[src/rtl/frogger_pkg.sv]
// Shared Frogger game-state definitions: life-manager state encoding, frog spawn point
// and the default explosion length.
package frogger_pkg;

    typedef enum logic [1:0] {
        ST_IDLE      = 2'd0,
        ST_PLAY      = 2'd1,
        ST_DYING     = 2'd2,
        ST_GAME_OVER = 2'd3
    } life_state_t;

    localparam int FROG_INITIAL_X           = 320;
    localparam int FROG_INITIAL_Y           = 400;
    localparam int DEFAULT_EXPLOSION_CYCLES = 1000000;

    // A one-cycle explosion still needs a 1-bit counter.
    function automatic int timer_width(input int cycles);
        return (cycles > 1) ? $clog2(cycles) : 1;
    endfunction

endpackage

[src/rtl/frog_life_manager_death_timer.sv]
// Explosion timer: cleared by load, counts 0..LENGTH-1 while enabled, and raises done
// for the single cycle spent at the terminal count.
module death_timer
    import frogger_pkg::*;
#(
    parameter int LENGTH = DEFAULT_EXPLOSION_CYCLES,
    parameter int W      = timer_width(LENGTH)
) (
    input  logic i_Clk,
    input  logic i_Reset,
    input  logic load,
    input  logic enable,
    output logic done
);

    localparam logic [W-1:0] LAST = W'(LENGTH - 1);

    logic [W-1:0] count;

    always_ff @(posedge i_Clk) begin
        if (i_Reset || load) begin
            count <= '0;
        end else if (enable && !done) begin
            count <= count + W'(1);
        end
    end

    assign done = enable && (count == LAST);

endmodule

[src/rtl/frog_life_manager.sv]
// Frogger life/score controller: turns collision and goal flags into the death sequence,
// lives, saturating score, respawn pulses and the game-over banner.
module frog_life_manager
    import frogger_pkg::*;
#(
    parameter int EXPLOSION_CYCLES = DEFAULT_EXPLOSION_CYCLES,
    parameter int START_LIVES      = 3,
    parameter int LIVES_W          = 2,
    parameter int SCORE_W          = 8,
    parameter int POINTS_PER_GOAL  = 1
) (
    input  logic               i_Clk,
    input  logic               i_Reset,
    input  logic               i_Start,
    input  logic               i_Collision,
    input  logic               i_Goal,
    output logic               o_Freeze,
    output logic               o_Respawn,
    output logic               o_Explosion_Active,
    output logic [LIVES_W-1:0] o_Lives,
    output logic [SCORE_W-1:0] o_Score,
    output logic               o_Game_Over
);

    localparam logic [LIVES_W-1:0] LIVES_INIT = LIVES_W'(START_LIVES);
    localparam logic [SCORE_W-1:0] SCORE_MAX  = '1;
    localparam logic [SCORE_W:0]   POINTS     = (SCORE_W + 1)'(POINTS_PER_GOAL);

    life_state_t        state_q, state_d;
    logic [LIVES_W-1:0] lives_d;
    logic [SCORE_W-1:0] score_d;
    logic [SCORE_W:0]   score_sum;
    logic               respawn_d;
    logic               armed_q, armed_d;
    logic               goal_prev_q, start_prev_q;
    logic               goal_rise, start_rise;
    logic               death_load, death_enable, death_done;

    assign goal_rise    = i_Goal & ~goal_prev_q;
    assign start_rise   = i_Start & ~start_prev_q;
    assign score_sum    = {1'b0, o_Score} + POINTS;
    assign death_enable = (state_q == ST_DYING);

    death_timer #(
        .LENGTH(EXPLOSION_CYCLES)
    ) u_death_timer (
        .i_Clk  (i_Clk),
        .i_Reset(i_Reset),
        .load   (death_load),
        .enable (death_enable),
        .done   (death_done)
    );

    always_comb begin
        // NOTE: every target gets a default first, so no branch can infer a latch.
        state_d    = state_q;
        lives_d    = o_Lives;
        score_d    = o_Score;
        respawn_d  = 1'b0;
        death_load = 1'b0;
        armed_d    = armed_q;

        unique case (state_q)
            ST_IDLE: begin
                if (i_Start) begin
                    state_d   = ST_PLAY;
                    lives_d   = LIVES_INIT;
                    score_d   = '0;
                    respawn_d = 1'b1;
                end
            end
            ST_PLAY: begin
                if (i_Collision && armed_q) begin
                    state_d    = ST_DYING;
                    death_load = 1'b1;
                    if (o_Lives != '0) lives_d = o_Lives - LIVES_W'(1);
                end else if (goal_rise) begin
                    score_d   = score_sum[SCORE_W] ? SCORE_MAX : score_sum[SCORE_W-1:0];
                    respawn_d = 1'b1;
                end
            end
            ST_DYING: begin
                if (death_done) begin
                    if (o_Lives != '0) begin
                        state_d   = ST_PLAY;
                        respawn_d = 1'b1;
                    end else begin
                        state_d = ST_GAME_OVER;
                    end
                end
            end
            ST_GAME_OVER: begin
                if (start_rise) begin
                    state_d   = ST_PLAY;
                    lives_d   = LIVES_INIT;
                    score_d   = '0;
                    respawn_d = 1'b1;
                end
            end
            default: state_d = ST_IDLE;
        endcase

        // The collision flag lags the frog by a cycle; after a respawn it must be seen low
        // in PLAY before another death is accepted.
        if (respawn_d) begin
            armed_d = 1'b0;
        end else if (state_q == ST_PLAY && !i_Collision) begin
            armed_d = 1'b1;
        end
    end

    always_ff @(posedge i_Clk) begin
        if (i_Reset) begin
            state_q            <= ST_IDLE;
            o_Freeze           <= 1'b1;
            o_Respawn          <= 1'b0;
            o_Explosion_Active <= 1'b0;
            o_Lives            <= '0;
            o_Score            <= '0;
            o_Game_Over        <= 1'b0;
            armed_q            <= 1'b0;
            goal_prev_q        <= 1'b0;
            start_prev_q       <= 1'b0;
        end else begin
            // NOTE: non-blocking, so every register here updates from pre-edge values.
            state_q            <= state_d;
            o_Freeze           <= (state_d != ST_PLAY);
            o_Respawn          <= respawn_d;
            o_Explosion_Active <= (state_d == ST_DYING);
            o_Lives            <= lives_d;
            o_Score            <= score_d;
            o_Game_Over        <= (state_d == ST_GAME_OVER);
            armed_q            <= armed_d;
            goal_prev_q        <= i_Goal;
            start_prev_q       <= i_Start;
        end
    end

endmodule

[config.mk]
export PLATFORM = sky130hd
export DESIGN_NAME = frog_life_manager
export DESIGN_NICKNAME = d
export VERILOG_FILES = /design/src/rtl/frogger_pkg.sv /design/src/rtl/frog_life_manager_death_timer.sv /design/src/rtl/frog_life_manager.sv
export SDC_FILE = /design/constraint.sdc
export NUM_CORES = 1
export LEC_CHECK = 0
export BUFFER_PORTS_ARGS = -buffer_cell sky130_fd_sc_hd__buf_2
export CELL_PAD_IN_SITES_DETAIL_PLACEMENT = 0
export CELL_PAD_IN_SITES_GLOBAL_PLACEMENT = 1
export CORE_UTILIZATION = 40
export CTS_BUF_LIST = sky130_fd_sc_hd__clkbuf_4 sky130_fd_sc_hd__clkbuf_8
export DETAILED_ROUTE_END_ITERATION = 10
export PLACE_DENSITY = 0.79
export SKIP_CTS_REPAIR_TIMING = 1
export SYNTH_ARGS = -nofsm -noshare
export SYNTH_HDL_FRONTEND = slang
export SYNTH_SLANG_ARGS = --single-unit
[constraint.sdc]
create_clock -name i_Clk -period 5.25 [get_ports i_Clk]
set_input_delay 1.05 -clock i_Clk [delete_from_list [all_inputs] [get_ports i_Clk]]
set_output_delay 1.05 -clock i_Clk [all_outputs]
set_load 0.01 [all_outputs]
==> results of run 1 <==
[sequential cells by signal, indices dropped and copies added, names as in the netlist, 2 cells and up]
register,flops
state_q,2
o_Score,8
o_Lives,2
u_death_timer.count,20
[final cells by class]
type	count	area, sq um	area share
Clock buffer	6	82.58	0.03898
Clock inverter	2	35.03	0.01654
Inverter	8	30.03	0.01418
Multi-Input combinational cell	179	1035	0.4885
Sequential cell	39	780.7	0.3686
Tap cell	52	65.06	0.03071
Timing Repair Buffer	18	90.09	0.04253
[cell families after synthesis]
family,synth area share
and+or+nand+nor,0.3182
DFF,0.4111
buffers and inverters,0.04413
AOI/OAI and AO/OA,0.1594
muxes,0.01054
adders and majority gates,0.01976
xor gates and xnor gates,0.03689
[worst min-delay path by stage]
stage                                        from  depth (start not counted)                      end
after floorplan           u_death_timer.count[19]                          2  u_death_timer.count[19]
after global placement    u_death_timer.count[19]                          2  u_death_timer.count[19]
after detailed placement  u_death_timer.count[19]                          2  u_death_timer.count[19]
after CTS                  u_death_timer.count[3]                          2   u_death_timer.count[3]
after global routing      u_death_timer.count[19]                          2  u_death_timer.count[19]
final                      u_death_timer.count[3]                          2   u_death_timer.count[3]
[worst reg2reg max path: stages, from the launching register on]
cell	delay, ps
dfxtp_1	380
or4b_1	500
or4_1	680
o21ai_4	500
mux2i_1	280
nor2_2	40
[routing by layer]
layer	up-vias	part of all wire	track usage
li1	870	-	-
met1	745	0.52	0.2361
met2	22	0.43	0.2585
met3	8	0.033	0.03846
met4	0	0.017	0.08000
met5	-	0	0
[through the flow]
| stage | hold slack [ps] | util | power (mW) |
|---|---|---|---|
| finish | 490.6 | 0.4766 | 0.5988 |
| global route | 518.3 | 0.4766 | 0.6236 |
| CTS | 494.6 | 0.4766 | 0.6070 |
| detailed placement | 470.8 | 0.4502 | 0.3465 |
| global placement | 454.9 | 0.4502 | 0.3468 |
| floorplan | 440.0 | - | 0.3366 |
[power by group through the flow]
| stage | logic (mW) | registers, mW | clock network (mW) |
|---|---|---|---|
| 5_1_grt | 0.0388 | 0.306 | 0.279 |
| 3_5_place_dp | 0.0344 | 0.312 | 0 |
| 2_1_floorplan | 0.0247 | 0.312 | 0 |
| 6_report | 0.0343 | 0.305 | 0.259 |
| 4_1_cts | 0.0347 | 0.305 | 0.267 |
| 3_3_place_gp | 0.0347 | 0.312 | 0 |
[Yosys cell counts (all sizes together), types with 2 or more instances]
cell | count | share of area
dfxtp | 39 | 0.41
nor2 | 38 | 0.076
o21ai | 19 | 0.056
nand2 | 18 | 0.036
a21oi | 14 | 0.045
nand3 | 10 | 0.026
nand4 | 9 | 0.030
inv | 8 | 0.016
nor3 | 7 | 0.018
nor4 | 7 | 0.023
xor2 | 7 | 0.032
or3 | 6 | 0.020
clkbuf | 5 | 0.0099
a211oi | 4 | 0.016
buf | 4 | 0.018
nor2b | 4 | 0.013
or2 | 4 | 0.013
ha | 3 | 0.020
nand2b | 3 | 0.0099
nor4bb | 3 | 0.016
o21bai | 3 | 0.012
or4 | 3 | 0.012
a31oi | 2 | 0.0066
and2 | 2 | 0.0066
and4 | 2 | 0.0092
mux2i | 2 | 0.011
[cell usage in the layout (no fill, tap or decap), types with 2 or more instances in the layout]
master / Yosys / routed
a31oi_1: 2 / 2
nor4_1: 7 / 7
xor2_1: 7 / 7
mux2i_1: 2 / 2
a21oi_2: 4 / 4
nor3_1: 7 / 7
ha_1: 3 / 3
a21oi_1: 10 / 10
inv_1: 8 / 8
nand2b_1: 3 / 3
and2_1: 2 / 2
nor4bb_1: 3 / 3
nand4_1: 9 / 9
nor2b_1: 4 / 4
or4_1: 3 / 3
and4_1: 2 / 2
a211oi_1: 4 / 4
o21bai_1: 3 / 3
buf_2: 1 / 18
or2_2: 4 / 4
dfxtp_1: 39 / 39
clkbuf_8: 0 / 6
or3_1: 6 / 6
o21ai_0: 8 / 8
nor2_1: 37 / 37
nand2_1: 18 / 18
o21ai_1: 10 / 10
nand3_1: 10 / 10
==> qor.yml, run 1 <==
status: "finished clean"
syn-num-nets: 243
grt_use_total: 0.1724
start_util: 0.4274
slew_headroom: 0.3959
async_reset_ff_frac: 0
grt_max_degree: 23
drive_above_1_share: 0.1429
crit_slowest_cell: "or4_1"
seq_area_frac_synth: 0.4111
wl_per_cell_um: 12.93
place_congestion: 0.8130
finalWirelength_mm: 3.932
die_x_um: 70.91
pre_cts_ws_ps: 2542
worst_clock_skew_ps: 5.898
cp_max_fo: 22
row_count: 24
ant_nets: 0
finalNetCount: 259
fmax_mhz: 397.6
post-dp-hpwl_mm: 2.761
synth_area_sq_um: 1899
p_per_area_nw_per_um2: 282.7
maxCapViolCount: 0
r2r_end: "u_death_timer.count[1]"
rrSetupSlack_ps: 2730
p_seq_frac: 0.510
cts_max_path_buffers: 2
final.min_clock_period_ps: 2515
rsz0062_at_grt: "false"
port_buffers: 18
yosys_register_bits: 39
path_buf_inv: 0
antenna_found_initial: 0
fillers: 473
worstSetupPathType: "reg -> reg"
core_area_sq_um: 4444
drv_slew: 0
first_global_vias: 1519
ir_worst_vdd_uv: 95.44
reg2reg_from: "u_death_timer.count[8]"
grt-ovfl-total: 0
dp_cells: 296
cp_cell_sequence: "or4b_1, or4_1, o21ai_4, mux2i_1, nor2_2"
reg2regPathDepth: 5
final.setup.worst_slack_ps: 2735
power.internal_uw: 467.1
cp.depth: 5
diodes: 0
cts_tree: "yes"
root_buffer: "clkbuf_8"
die_y_um: 70.91
endpoint_kind: "flip-flop"
clock-sinks: 39
comb_power_share: 0.057
clkPwrFrac: 0.433
netlist_instances: 235
avgViaCountPerCell: 5.411
ys_warn_count: 0
synth.distinct_cells: 42
final_cell_area_sq_um: 2118
drc_errors: 0
io_pins: 19
clk-insertion-delay-late_ps: 290
hold_viol: 0
cpPeakStageDelay_ps: 680
synth_flop_cell: "dfxtp_1"
drt_iter0_markers: 90
die_area_sq_um: 5028
finalCritPeriodShare: 0.4791
required_ps: 5410
h-tree-depth: 2
setup_viol: 0
switching_share: 0.2200
vias: 1645
synth_edf_count: 0
p_switching_uw: 131.8
fin_cells: 304
min_path_type: "reg -> reg"
worstMarginPinSlew_ps: 906.2
grt_pass1_wl_mm: 6.865
startpoint: "u_death_timer.count[8]"
arrival_ps: 2670
critPathTopFamily: "simple AND/OR/NAND/NOR gates"
leakagePower_nw: 0.7544
drt_pre_antenna_iters: 5
syn_to_final_growth_pct: 11.53
path_clk_slew_ps: 70
crit_end: "u_death_timer.count[1]"
numCtsBuffers: 5
avgSynthCellArea_sq_um: 8.082
place_area_sq_um: 2001
start_kind: "flip-flop"
tns_ps: 0
No activity file was read; power rests on OpenSTA's default activity.
==> run 2: changes to the inputs <==
--- a/config.mk
+++ b/config.mk
@@ -11,7 +11,7 @@
 export CORE_UTILIZATION = 40
 export CTS_BUF_LIST = sky130_fd_sc_hd__clkbuf_4 sky130_fd_sc_hd__clkbuf_8
 export DETAILED_ROUTE_END_ITERATION = 10
-export PLACE_DENSITY = 0.79
+export PLACE_DENSITY = 0.82
 export SKIP_CTS_REPAIR_TIMING = 1
 export SYNTH_ARGS = -nofsm -noshare
 export SYNTH_HDL_FRONTEND = slang
==> constraint.sdc (replaced) <==
create_clock -name i_Clk -period 2.21 [get_ports i_Clk]
set_input_delay 0.442 -clock i_Clk [delete_from_list [all_inputs] [get_ports i_Clk]]
set_output_delay 0.442 -clock i_Clk [all_outputs]
set_load 0.01 [all_outputs]
==> run 2 against run 1 <==
Effect of this change: setup slack got worse by 2600 ps; routed wire length increased by 8.9%; global-route usage increased by 0.99 points; flip-flop and latch count unchanged; utilization increased by 2.6 points.
==> qor.yml, run 2 (synthesis results as in run 1) <==
slew_headroom: 0.6567
clock-sinks: 39
post-dp-hpwl_mm: 3.024
worstSetupPathType: "reg -> reg"
finalCritPeriodShare: 0.9375
row_count: 24
reg_top3: "u_death_timer.count (20), o_Score (8)"
critPathTopFamily: "simple AND/OR/NAND/NOR gates"
ir_worst_vdd_uv: 248.9
cp_max_fo: 6
cp_cell_sequence: "or4b_1, or4_4, buf_4, nor2_1, nor2_1, nor4_2"
cpMostUsedCell: "nor2_1"
required_ps: 2420
setup_viol: 0
io_pins: 19
vias: 1759
die_x_um: 70.91
grt_max_degree: 19
antenna_found_initial: 0
place_congestion: 0.7999
h-tree-depth: 2
arrival_ps: 2280
grt-ovfl-total: 0
drt_pre_antenna_iters: 4
wl_per_cell_um: 13.38
startpoint: "u_death_timer.count[7]"
rsz0062_at_grt: "false"
cts_max_path_buffers: 2
die_y_um: 70.91
total_power_mw: 1.362
clk-insertion-delay-late_ps: 290
path_buf_inv: 1
regMostFlops: "u_death_timer.count"
fin_cells: 320
start_util: 0.4274
finalNetCount: 275
status: "finished clean"
syn_to_final_growth_pct: 17.65
worstMarginPinSlew_ps: 508.0
root_buffer: "clkbuf_8"
endpoint_kind: "flip-flop"
diodes: 0
reg2reg_from: "u_death_timer.count[7]"
rrSetupSlack_ps: 140
hold_viol: 0
drt_iter0_markers: 60
leakagePower_nw: 0.8239
most-common-layout-cells: "39 x dfxtp_1, 37 x nor2_1, 18 x nand2_1, 18 x buf_2, 16 x buf_4"
largest_reg_flops: 20
drc_errors: 0
path_clk_slew_ps: 70
fmax_mhz: 482.7
finalWirelength_mm: 4.280
reg2regPathDepth: 6
crit_slowest_cell: "or4b_1"
die_area_sq_um: 5028
pre_cts_ws_ps: 136.1
port_buffers: 18
p_per_area_nw_per_um2: 609.3
final.min_clock_period_ps: 2072
first_global_vias: 1603
worst_hold_path.endpoint: "goal_prev_q"
cts_tree: "yes"
core_area_sq_um: 4444
start_kind: "flip-flop"
final.setup.worst_slack_ps: 138.2
numCtsBuffers: 5
final_common_cell: "dfxtp_1"
min_path_type: "in -> reg"
tns_ps: 0
r2r_end: "o_Game_Over"
dp_cells: 310
ant_nets: 0
hp-start: "i_Goal"
cpPeakStageDelay_ps: 530
drv_slew: 0
avgViaCountPerCell: 5.497
maxCapViolCount: 0
grt_pass1_wl_mm: 7.238
hold_depth: 2
grt_use_total: 0.1823
drive_above_1_share: 0.2015
worst_clock_skew_ps: 6.314
==> run 2: cell count changes in the layout (fill, tap and decap cells not counted) <==
cell and change:
or4_4 +1, clkinv_2 -1, buf_4 +16, clkbuf_4 +1, clkbuf_8 +1, bufinv_16 -1, nor4_1 -1, or4_1 -1
nor4_2 +1
==> run 2: worst max path at each step <==
stage	slack (ps)	cells past startpoint	endpoint
6_report	140	6	o_Game_Over
5_1_grt	30	6	o_Game_Over
4_1_cts	130	6	u_death_timer.count[12]
3_5_place_dp	140	6	u_death_timer.count[12]
3_3_place_gp	170	6	u_death_timer.count[10]
2_1_floorplan	80	8	u_death_timer.count[1]
==> run 2: cell type report <==
class                   instances  area, sq um
repair buffers                 34        210.2
well taps                      52        65.06
inverters                       8        30.03
flip-flops and latches         39        780.7
multi-input cells             179         1045
fillers                       433         2210
clock buffers                   8        103.9
==> run 2: power by group <==
group          switching (mW)  total (mW)  internal (mW)
sequential            0.00984       0.725          0.715
clock                   0.249       0.546          0.297
combinational          0.0563      0.0911         0.0348
total                   0.315        1.36           1.05
==> run 2: layer usage <==
layer | vias to the layer above | wire [um] | track usage
li1 | 897 | - | -
met1 | 823 | 2116 | 0.2431
met2 | 32 | 1958 | 0.2863
met3 | 7 | 157 | 0.03846
met4 | 0 | 47 | 0.07778
met5 | - | 0 | 0
==> run 2: per-stage QoR <==
step	instance area [sq um]	hold slack, ps	util
5_1_grt	2235	404.5	0.5028
4_1_cts	2210	368.5	0.4972
6_report	2235	369.5	0.5028
3_3_place_gp	2106	462.1	0.4738
2_1_floorplan	1906	440.0	-
3_5_place_dp	2106	467.5	0.4738
==> run 2: worst register-to-register path: cells and delay by family (launching register included) <==
family	cells	cell delay (ps)
buffers and inverters	1	180
flip-flops	1	330
AND/OR/NAND/NOR	5	1470
